## config.mk

```make
export PLATFORM = sky130hd
export DESIGN_NAME = demux1to4_tdm
export DESIGN_NICKNAME = d
export VERILOG_FILES = /design/src/rtl/demux1to4_tdm.sv
export SDC_FILE = /design/constraint.sdc
export NUM_CORES = 1
export LEC_CHECK = 0
export ABC_AREA = 1
export BUFFER_PORTS_ARGS = -buffer_cell sky130_fd_sc_hd__buf_4
export CORE_MARGIN = 4
export CORE_UTILIZATION = 45
export DETAILED_ROUTE_END_ITERATION = 16
export GPL_TIMING_DRIVEN = 0
export PLACE_DENSITY = 0.72
export SLEW_MARGIN = 10
export SYNTH_ARGS = -nofsm -noshare
export SYNTH_HDL_FRONTEND = slang
export SYNTH_SLANG_ARGS = --single-unit
```

## constraint.sdc

```tcl
create_clock -name clk -period 3.35 [get_ports clk]
set_input_delay 0.67 -clock clk [delete_from_list [all_inputs] [get_ports clk]]
set_output_delay 0.67 -clock clk [all_outputs]
set_load 0.02 [all_outputs]
```

## src/rtl/demux1to4_tdm.sv

```systemverilog
// ============================================================================
// Module  : demux1to4_tdm
// Brief   : 1-to-4 demultiplexer, explicit-select or TDM round-robin with sync.
//           Optional DEMUX_FRAME_ERR_EN adds err_clr / sticky frame_err.
// Revision: 1.0
// ============================================================================
`default_nettype none

module demux1to4_tdm #(
   parameter int WIDTH = 8
) (
   input  logic             clk,
   input  logic             rst_n,
   input  logic [WIDTH-1:0] din,
   input  logic             din_valid,
   input  logic             mode,
   input  logic [1:0]       sel,
   input  logic             sync,
`ifdef DEMUX_FRAME_ERR_EN
   input  logic             err_clr,
   output logic             frame_err,
`endif
   output logic [WIDTH-1:0] q0,
   output logic [WIDTH-1:0] q1,
   output logic [WIDTH-1:0] q2,
   output logic [WIDTH-1:0] q3,
   output logic [3:0]       vld,
   output logic             frame_done,
   output logic             locked
);

   typedef enum logic {
      ST_HUNT   = 1'b0,
      ST_LOCKED = 1'b1
   } state_t;

   state_t           r_state;
   logic [1:0]       r_ch;
   logic [WIDTH-1:0] r_q0;
   logic [WIDTH-1:0] r_q1;
   logic [WIDTH-1:0] r_q2;
   logic [WIDTH-1:0] r_q3;
   logic [3:0]       r_vld;
   logic             r_frame_done;
   logic             r_locked;

   state_t           w_state_nxt;
   logic [1:0]       w_ch_nxt;
   logic             w_wr;
   logic [1:0]       w_lane;
   logic             w_tdm_wr;
   logic             w_misalign;
   logic [3:0]       w_vld_nxt;

   always_comb begin
      w_state_nxt = r_state;
      w_ch_nxt    = r_ch;
      w_wr        = 1'b0;
      w_lane      = 2'd0;
      w_tdm_wr    = 1'b0;
      w_misalign  = 1'b0;
      if (!mode) begin
         // Explicit mode always parks the TDM machine so a new session re-hunts.
         w_state_nxt = ST_HUNT;
         w_ch_nxt    = 2'd0;
         if (din_valid) begin
            w_wr   = 1'b1;
            w_lane = sel;
         end
      end else if (sync) begin
         w_state_nxt = ST_LOCKED;
         w_misalign  = (r_state == ST_LOCKED) && (r_ch != 2'd0);
         if (din_valid) begin
            w_wr     = 1'b1;
            w_lane   = 2'd0;
            w_ch_nxt = 2'd1;
         end else begin
            w_ch_nxt = 2'd0;
         end
      end else if (din_valid && (r_state == ST_LOCKED)) begin
         w_wr     = 1'b1;
         w_lane   = r_ch;
         w_ch_nxt = 2'(r_ch + 2'd1);
      end
      w_tdm_wr  = w_wr & mode;
      w_vld_nxt = w_wr ? (4'b0001 << w_lane) : 4'b0000;
   end

   always_ff @(posedge clk or negedge rst_n) begin
      if (!rst_n) begin
         r_state      <= ST_HUNT;
         r_ch         <= 2'd0;
         r_q0         <= '0;
         r_q1         <= '0;
         r_q2         <= '0;
         r_q3         <= '0;
         r_vld        <= 4'b0000;
         r_frame_done <= 1'b0;
         r_locked     <= 1'b0;
      end else begin
         r_state      <= w_state_nxt;
         r_ch         <= w_ch_nxt;
         r_vld        <= w_vld_nxt;
         r_frame_done <= w_tdm_wr && (w_lane == 2'd3);
         r_locked     <= (w_state_nxt == ST_LOCKED);
         if (w_wr) begin
            case (w_lane)
               2'd0:    r_q0 <= din;
               2'd1:    r_q1 <= din;
               2'd2:    r_q2 <= din;
               default: r_q3 <= din;
            endcase
         end
      end
   end

`ifdef DEMUX_FRAME_ERR_EN
   logic r_frame_err;

   // Set has priority over clear when both land in the same cycle.
   always_ff @(posedge clk or negedge rst_n) begin
      if (!rst_n) begin
         r_frame_err <= 1'b0;
      end else if (w_misalign) begin
         r_frame_err <= 1'b1;
      end else if (err_clr) begin
         r_frame_err <= 1'b0;
      end
   end

   assign frame_err = r_frame_err;
`else
   logic w_unused_misalign;
   assign w_unused_misalign = w_misalign;
`endif

   assign q0         = r_q0;
   assign q1         = r_q1;
   assign q2         = r_q2;
   assign q3         = r_q3;
   assign vld        = r_vld;
   assign frame_done = r_frame_done;
   assign locked     = r_locked;

endmodule

`default_nettype wire

```

==> impl_metrics.env, run 1 <==
export IMPL_io_pins=53
export IMPL_finalHoldViolCount=0
export IMPL_grt_pass1_wl_um=5780
export IMPL_fin_skew_ps=5.98
export IMPL_ant_nets=0
export IMPL_rsz0062_at_grt="no"
export IMPL_viasPerCell=4.70
export IMPL_tightestPinTransition_ps=501
export IMPL_cts_setup_buffers=0
export IMPL_final_setup_viol_count=0
export IMPL_crit_required_ps=2680
export IMPL_synth_warnings=0
export IMPL_place_congestion=0.766
export IMPL_core_region_area_um2=3390
export IMPL_cts_hold_buf=0
export IMPL_grt_max_degree=41
export IMPL_start_kind="flip-flop"
export IMPL_layout_commonest_cell="nand2_1"
export IMPL_die_w_um=67.7
export IMPL_power_internal_w=0.000926
export IMPL_wire_per_inst_um=12.4
export IMPL_synth_simple_gate_area_share_pct=31.7
export IMPL_worstSetupPathDepth=1
export IMPL_cts_tree="built"
export IMPL_crit_buf_inv=1
export IMPL_synth_top_family_by_area="simple AND/OR/NAND/NOR gates"
export IMPL_crit_family="flip-flops"
export IMPL_crit_slowest_cell="dfrtp_1"
export IMPL_port_buffers=52
export IMPL_combPwrFrac_pct=25.7
export IMPL_die_y_um=67.7
export IMPL_area_growth_pct=34.0
export IMPL_synth_seq_cells=40
export IMPL_synthAdderAreaFrac_pct=0
export IMPL_swShare_pct=29.6
export IMPL_grt_pass1_vias=1245
export IMPL_grt_ovfl_total=0
export IMPL_fin_crit_ps=1630
export IMPL_track_usage_pct=17.0
export IMPL_num_rows=21
export IMPL_hp_class="in -> async"
export IMPL_p_per_area_nw_per_um2=612
export IMPL_wirelength_um=3480
export IMPL_outcome="complete, no violations"
export IMPL_final_cell_mix="nand2_1 (94), buf_4 (52), dfrtp_1 (40), nand3_1 (11), nor2_1 (8)"
export IMPL_dp_hpwl_um=2570
export IMPL_path_max_fanout=5
export IMPL_die_area_um2=4580
export IMPL_fin_ws_ps=1720
export IMPL_drv_cap=0
export IMPL_muxShareOfSynthArea_pct=0
export IMPL_p_sw_w=0.000390
export IMPL_ir_drop_uv=288
export IMPL_numClockSinks=40
export IMPL_drv_slew=0
export IMPL_dr_pass1_iters=4
export IMPL_crit_path_max_incr_delay_ps=450
export IMPL_cts_root_buffer="clkbuf_4"
export IMPL_slew_limit_headroom_pct=66.5
export IMPL_cts_resized=0
export IMPL_antennaDiodeCount=0
export IMPL_vias=1322
export IMPL_pre_cts_slack_ps=1470
export IMPL_yosysSeqAreaShare_pct=62.4
export IMPL_finalPower_w=0.00132
export IMPL_drtIter0Drc=90
export IMPL_drc=0
export IMPL_synth_xor_area_share_pct=0.546
export IMPL_synthCells=176
export IMPL_syn_avg_cell_area_um2=9.11
export IMPL_numCtsBuffers=5
export IMPL_crit_chain="buf_4"
export IMPL_start_util_pct=47.3
export IMPL_p_leak_nw=1.21
export IMPL_cts_buffer_depth=2
export IMPL_fin_setup_tns_ps=0
export IMPL_drive_above_1_share_pct=29.4
export IMPL_syn_area_um2=1600
export IMPL_antenna_found_initial=0
export IMPL_pwr_share_clk_pct=28.6
export IMPL_period_share_pct=48.7
export IMPL_path_clk_slew_ps=110
export IMPL_timing_rr_end="q0[3]"
export IMPL_cp_arrival_ps=960
export IMPL_h_tree_depth=2
export IMPL_reg2reg_depth=7
export IMPL_r2r_start="locked"
export IMPL_synth_compound_area_share_pct=2.57
export IMPL_critPathKind="reg -> out"
export IMPL_holdWs_ps=283
export IMPL_reg2reg_slack_ps=1840
export IMPL_fmax_mhz=613
export IMPL_end_kind="output pin"
export IMPL_nets=250
export IMPL_clkLatencyLatePin_ps=340
export IMPL_synth_cell_types=16
export IMPL_pwr_share_seq_pct=45.8
export IMPL_synth_nets=191
-- metal layers --
layer  share of wire, %  track usage, %
met1                 46            23.7
met3                7.6            4.66
met2                 45            25.5
met5                  0               0
met4                1.5            6.08
-- flip-flops by register name, summed over array words and instances, names as in the netlist --
signal      flops
locked          1
q1              8
vld             4
frame_done      1
q3              8
q0              8
r_ch            2
q2              8
-- power groups by stage --
stage	Sequential, W	Clock (W)	Combinational, W
finish	0.000603	0.000376	0.000338
global placement	0.000612	0	0.000339
detailed placement	0.000610	0	0.000345
floorplan	0.000701	0	0.0000809
global route	0.000612	0.000400	0.000374
CTS	0.000603	0.000383	0.000344
-- synthesized netlist by cell type --
| cell type | instances | share of area, % |
|---|---|---|
| nand2_1 | 94 | 22 |
| dfrtp_1 | 40 | 62 |
| nand3_1 | 11 | 3.4 |
| nor2_1 | 8 | 1.9 |
| inv_1 | 7 | 1.6 |
| a21oi_1 | 3 | 0.94 |
| nand3_2 | 2 | 1.2 |
| nor2_2 | 2 | 0.78 |
| o21ai_0 | 2 | 0.62 |
| clkbuf_8 | 1 | 0.86 |
| clkinv_2 | 1 | 0.31 |
| nand2_2 | 1 | 0.39 |
| nand2_4 | 1 | 0.70 |
| nor2_8 | 1 | 1.2 |
| o21ai_4 | 1 | 1.0 |
| xor2_1 | 1 | 0.55 |
-- worst max-delay path by stage --
stage	startpoint	endpoint	slack (ps)
CTS	locked	locked	1700
global route	locked	locked	1680
finish	locked	locked	1720
global placement	din_valid	q0[3]	1480
detailed placement	sync	q0[7]	1470
floorplan	sync	q0[0]	1720
-- layout make-up --
cell class                      instances  area (µm²)
Sequential cell                        40        1000
Multi-Input combinational cell        127         558
Timing Repair Buffer                   52         390
Clock inverter                          2        60.1
Inverter                                8        31.3
Tap cell                               46        57.6
Clock buffer                            5        37.5
Fill cell                             303        1240
Buffer                                  1        13.8
-- cell families (layout without fill, tap and decap cells) --
group | after synthesis | after routing
AO/OA/AOI/OAI | 6 | 6
AND/OR/NAND/NOR | 120 | 120
flip-flops | 40 | 40
buffers and inverters | 9 | 68
XOR/XNOR | 1 | 1
-- metrics by stage --
step,instance area [µm²],instances,util [%]
final,2150,281,63.4
after floorplan,1600,176,-
after detailed placement,2050,274,60.5
after global routing,2150,281,63.4
after CTS,2150,281,63.4
after global placement,2050,274,60.5
No activity file was read; power rests on OpenSTA's default activity.
==> run 2, diff against run 1 <==
--- a/config.mk
+++ b/config.mk
@@ -8,10 +8,10 @@
 export ABC_AREA = 1
 export BUFFER_PORTS_ARGS = -buffer_cell sky130_fd_sc_hd__buf_4
 export CORE_MARGIN = 4
-export CORE_UTILIZATION = 45
+export CORE_UTILIZATION = 44
 export DETAILED_ROUTE_END_ITERATION = 16
 export GPL_TIMING_DRIVEN = 0
-export PLACE_DENSITY = 0.72
+export PLACE_DENSITY = 0.74
 export SLEW_MARGIN = 10
 export SYNTH_ARGS = -nofsm -noshare
 export SYNTH_HDL_FRONTEND = slang
==> constraint.sdc (replaced) <==
create_clock -name clk -period 1.45 [get_ports clk]
set_input_delay 0.29 -clock clk [delete_from_list [all_inputs] [get_ports clk]]
set_output_delay 0.29 -clock clk [all_outputs]
set_load 0.02 [all_outputs]
==> impl_metrics.env, run 2 (synthesis results as in run 1) <==
export IMPL_final_setup_viol_count=0
export IMPL_place_congestion=0.856
export IMPL_grt_max_degree=41
export IMPL_die_y_um=68.4
export IMPL_crit_required_ps=1750
export IMPL_outcome="complete, no violations"
export IMPL_antenna_found_initial=0
export IMPL_wire_per_inst_um=12.7
export IMPL_fillCellCount=319
export IMPL_fin_crit_ps=1390
export IMPL_core_region_area_um2=3420
export IMPL_cts_buffer_depth=2
export IMPL_clkLatencyLatePin_ps=350
export IMPL_cts_tree="built"
export IMPL_cp_startpoint="locked"
export IMPL_viasPerCell=4.73
export IMPL_p_leak_nw=1.22
export IMPL_die_area_um2=4680
export IMPL_dpl_instance_area_um2=2050
export IMPL_r2r_start="locked"
export IMPL_fin_ws_ps=63.0
export IMPL_drc=0
export IMPL_port_buffers=52
export IMPL_grt_pass1_wl_um=5510
export IMPL_end_kind="flip-flop"
export IMPL_fin_skew_ps=10.9
export IMPL_grt_pass1_vias=1130
export IMPL_hp_class="in -> reg"
export IMPL_finalHoldViolCount=0
export IMPL_path_max_fanout=8
export IMPL_wirelength_um=3630
export IMPL_drtIter0Drc=103
export IMPL_layout_commonest_cell="nand2_1"
export IMPL_start_kind="flip-flop"
export IMPL_numCtsBuffers=5
export IMPL_dp_hpwl_um=2590
export IMPL_ant_nets=0
export IMPL_area_growth_pct=35.4
export IMPL_num_rows=21
export IMPL_track_usage_pct=16.6
export IMPL_start_util_pct=47.0
export IMPL_final_cell_mix="nand2_1 (93), buf_4 (54), dfrtp_1 (40), nand3_1 (11)"
export IMPL_finalPower_w=0.00291
export IMPL_h_tree_depth=2
export IMPL_drive_above_1_share_pct=30.5
export IMPL_vias=1348
export IMPL_grt_ovfl_total=0
export IMPL_cp_arrival_ps=1680
export IMPL_drv_cap=0
export IMPL_pre_cts_slack_ps=-47.2
export IMPL_tightestPinTransition_ps=488
export IMPL_period_share_pct=95.7
export IMPL_critPathKind="reg -> reg"
export IMPL_p_per_area_nw_per_um2=1340
export IMPL_die_w_um=68.4
export IMPL_numClockSinks=40
export IMPL_io_pins=53
export IMPL_path_clk_slew_ps=120
export IMPL_fin_area_um2=2170
export IMPL_hold_depth=3
export IMPL_drv_slew=0
export IMPL_cts_root_buffer="clkbuf_4"
export IMPL_antennaDiodeCount=0
export IMPL_nets=253
export IMPL_fmax_mhz=721
export IMPL_dr_pass1_iters=4
export IMPL_fin_util_pct=63.6
export IMPL_rsz0062_at_grt="no"
export IMPL_reg2reg_depth=5
export IMPL_min_from="din[3]"
export IMPL_slew_limit_headroom_pct=67.5
export IMPL_ir_drop_uv=707
==> run 2: power by group <==
group          switching [W]  internal (W)  leakage [nW]
registers           0.000102       0.00129         0.508
logic               0.000470      0.000330         0.670
clock network       0.000352      0.000362        0.0422
==> run 2: per-stage QoR <==
| step | hold WS [ps] | setup TNS [ps] | std cells |
|---|---|---|---|
| after floorplan | -5.59 | 0 | 176 |
| after global placement | 292 | -370 | 274 |
| after detailed placement | 293 | -570 | 274 |
| after CTS | 168 | 0 | 284 |
| after global routing | 155 | 0 | 285 |
| final | 181 | 0 | 285 |
==> run 2: path summary, 6_finish.rpt <==
path,endpoint,slack [ps]
setup / recovery,q0[1],60
hold / removal,q2[3],180
setup reg to reg,q0[1],60
hold reg to reg,q2[4],480
max in group asynchronous,q2[3],680
min in group asynchronous,r_ch[0],430
==> run 2: layer usage <==
layer  global-route usage [%]  up-vias  wire (µm)
li1                         -      669          -
met1                     22.9      634       1650
met2                     24.0       41       1660
met3                     5.75        4        286
met4                     5.96        0         32
met5                        0        -          0
==> run 2: timing repair <==
action / CTS / global route
hold buffers: 1 / 0
endpoints found under the setup margin: 8 / 26
buffers inserted: 1 / 1
endpoints found under the hold margin: 40 / 0
gates resized for setup: 0 / 5
pin swaps: 1 / 0
==> run 2: layout make-up <==
class	instances	area, µm²	area share (%)
clock inverters	2	35.0	1.61
inverters	8	32.5	1.50
clock buffers	6	41.3	1.90
flip-flops and latches	40	1000	46.1
repair buffers	55	415	19.1
plain buffers	1	13.8	0.634
multi-input cells	127	576	26.5
well taps	46	57.6	2.65
==> run 2: critical path, stage by stage, from the launching register on <==
cell     delay (ps)
dfrtp_1         440
nand3_2         140
o21ai_4         110
nor2_1          400
nand3_1         140
nand2_1         100
==> run 3, diff against run 2 <==
--- a/config.mk
+++ b/config.mk
@@ -8,10 +8,10 @@
 export ABC_AREA = 1
 export BUFFER_PORTS_ARGS = -buffer_cell sky130_fd_sc_hd__buf_4
 export CORE_MARGIN = 4
-export CORE_UTILIZATION = 44
+export CORE_UTILIZATION = 45
 export DETAILED_ROUTE_END_ITERATION = 16
 export GPL_TIMING_DRIVEN = 0
-export PLACE_DENSITY = 0.74
+export PLACE_DENSITY = 0.81
 export SLEW_MARGIN = 10
 export SYNTH_ARGS = -nofsm -noshare
 export SYNTH_HDL_FRONTEND = slang
==> constraint.sdc (replaced) <==
create_clock -name clk -period 1.6 [get_ports clk]
set_input_delay 0.32 -clock clk [delete_from_list [all_inputs] [get_ports clk]]
set_output_delay 0.32 -clock clk [all_outputs]
set_load 0.02 [all_outputs]
==> impl_metrics.env, run 3 (synthesis results as in run 1) <==
export IMPL_cts_buffer_depth=2
export IMPL_met2WireLength_um=1820
export IMPL_grt_ovfl_total=0
export IMPL_nets=251
export IMPL_crit_slowest_cell="dfrtp_1"
export IMPL_fin_skew_ps=10.2
export IMPL_reg2reg_depth=7
export IMPL_crit_family="simple AND/OR/NAND/NOR gates"
export IMPL_port_buffers=52
export IMPL_tightestPinTransition_ps=493
export IMPL_drc=0
export IMPL_vias=1351
export IMPL_fin_setup_tns_ps=0
export IMPL_numCtsBuffers=5
export IMPL_critPathKind="reg -> reg"
export IMPL_p_leak_nw=1.20
export IMPL_path_max_fanout=10
export IMPL_fin_ws_ps=133
export IMPL_track_usage_pct=18.1
export IMPL_crit_chain="nand2_1, nor2_1, nor2_4, clkbuf_8, nand3_2, nand2_1, nand2_1"
export IMPL_final_setup_viol_count=0
export IMPL_crit_buf_inv=1
export IMPL_h_tree_depth=2
export IMPL_grt_pass1_wl_um=5890
export IMPL_outcome="complete, no violations"
export IMPL_start_util_pct=47.3
export IMPL_die_area_um2=4580
export IMPL_area_growth_pct=32.5
export IMPL_final_cell_mix="nand2_1 (94), buf_4 (52), dfrtp_1 (40), nand3_1 (11), nor2_1 (8)"
export IMPL_reg2reg_slack_ps=130
export IMPL_finalHoldViolCount=0
export IMPL_place_congestion=0.846
export IMPL_dp_hpwl_um=2710
export IMPL_end_kind="flip-flop"
export IMPL_pre_cts_slack_ps=37.3
export IMPL_cp_arrival_ps=1700
export IMPL_ir_drop_uv=740
export IMPL_wl_met1_um=1660
export IMPL_viasPerCell=4.77
export IMPL_top_layer="met4"
export IMPL_drtIter0Drc=110
export IMPL_fin_area_um2=2130
export IMPL_drv_slew=0
export IMPL_die_y_um=67.7
export IMPL_crit_path_max_incr_delay_ps=440
export IMPL_slew_limit_headroom_pct=67.0
export IMPL_wirelength_um=3750
export IMPL_wire_per_inst_um=13.3
export IMPL_fin_crit_ps=1470
export IMPL_path_clk_slew_ps=110
export IMPL_layout_commonest_cell="nand2_1"
export IMPL_start_kind="flip-flop"
export IMPL_antenna_found_initial=0
export IMPL_drv_cap=0
export IMPL_cp_endpoint="q0[2]"
export IMPL_clkLatencyLatePin_ps=340
export IMPL_worstSetupPathDepth=7
export IMPL_grt_pass1_vias=1194
export IMPL_ant_nets=0
export IMPL_dr_pass1_iters=4
export IMPL_period_share_pct=91.7
export IMPL_dp_cells=274
export IMPL_cts_setup_buffers=0
export IMPL_hp_class="in -> reg"
export IMPL_cts_root_buffer="clkbuf_4"
export IMPL_die_w_um=67.7
export IMPL_crit_required_ps=1840
export IMPL_core_region_area_um2=3390
export IMPL_dpl_instance_area_um2=2050
export IMPL_grt_max_degree=41
export IMPL_met3_length_um=203
export IMPL_rsz0062_at_grt="no"
export IMPL_cp_startpoint="locked"
export IMPL_num_rows=21
export IMPL_cts_tree="built"
export IMPL_io_pins=53
export IMPL_numClockSinks=40
export IMPL_finalNonFillerCells=283
export IMPL_antennaDiodeCount=0
export IMPL_p_per_area_nw_per_um2=1180
export IMPL_timing_rr_end="q0[2]"
export IMPL_fmax_mhz=682
export IMPL_drive_above_1_share_pct=28.7
export IMPL_crit_top_cell="nand2_1"
export IMPL_r2r_start="locked"
run 3: worst min path at each step:
stage	from	end	slack, ps	cells past startpoint
CTS	din[1]	q1[1]	200	3
detailed placement	rst_n	vld[2]	320	1
global placement	rst_n	q2[7]	320	1
floorplan	rst_n	frame_done	20	0
global route	din[3]	q1[3]	200	3
finish	din[2]	q1[2]	210	3
run 3: area by class of cell:
class / instances / area (µm²)
buffer: 1 / 13.8
clock buffer: 8 / 58.8
fill: 286 / 1260
inverter: 8 / 31.3
multi-input combinational: 127 / 563
sequential: 40 / 1000
tap: 46 / 57.6
timing repair buffer: 53 / 400
run 3: metal layers:
metal	up-vias	global-route usage, %
met5	-	0
met4	0	6.84
met3	8	3.83
met2	39	28.2
met1	640	24.6
li1	664	-
run 3: repair_timing:
item,in CTS,in global routing
hold buffers,1,0
endpoints found under the hold margin,40,0
resized for setup,0,1
endpoints found under the setup margin,0,8
run 3: tightest hold or removal path, stage by stage:
cell     delay (ps)
buf_4           110
nand2_1          50
nand2_1          50
run 3: power breakdown:
part | switching (W) | internal, W | leakage [nW]
clock network | 0.000307 | 0.000217 | 0.0326
registers | 0.0000979 | 0.00117 | 0.508
logic | 0.000425 | 0.000295 | 0.660
total | 0.000830 | 0.00168 | 1.20
run 3: per-stage QoR:
| stage | util (%) | power, W | hold WS (ps) |
|---|---|---|---|
| 2_1_floorplan | - | 0.00164 | 24.4 |
| 3_3_place_gp | 60.5 | 0.00199 | 315 |
| 3_5_place_dp | 60.5 | 0.00201 | 318 |
| 4_1_cts | 62.6 | 0.00253 | 203 |
| 5_1_grt | 62.7 | 0.00265 | 198 |
| 6_report | 62.7 | 0.00251 | 210 |
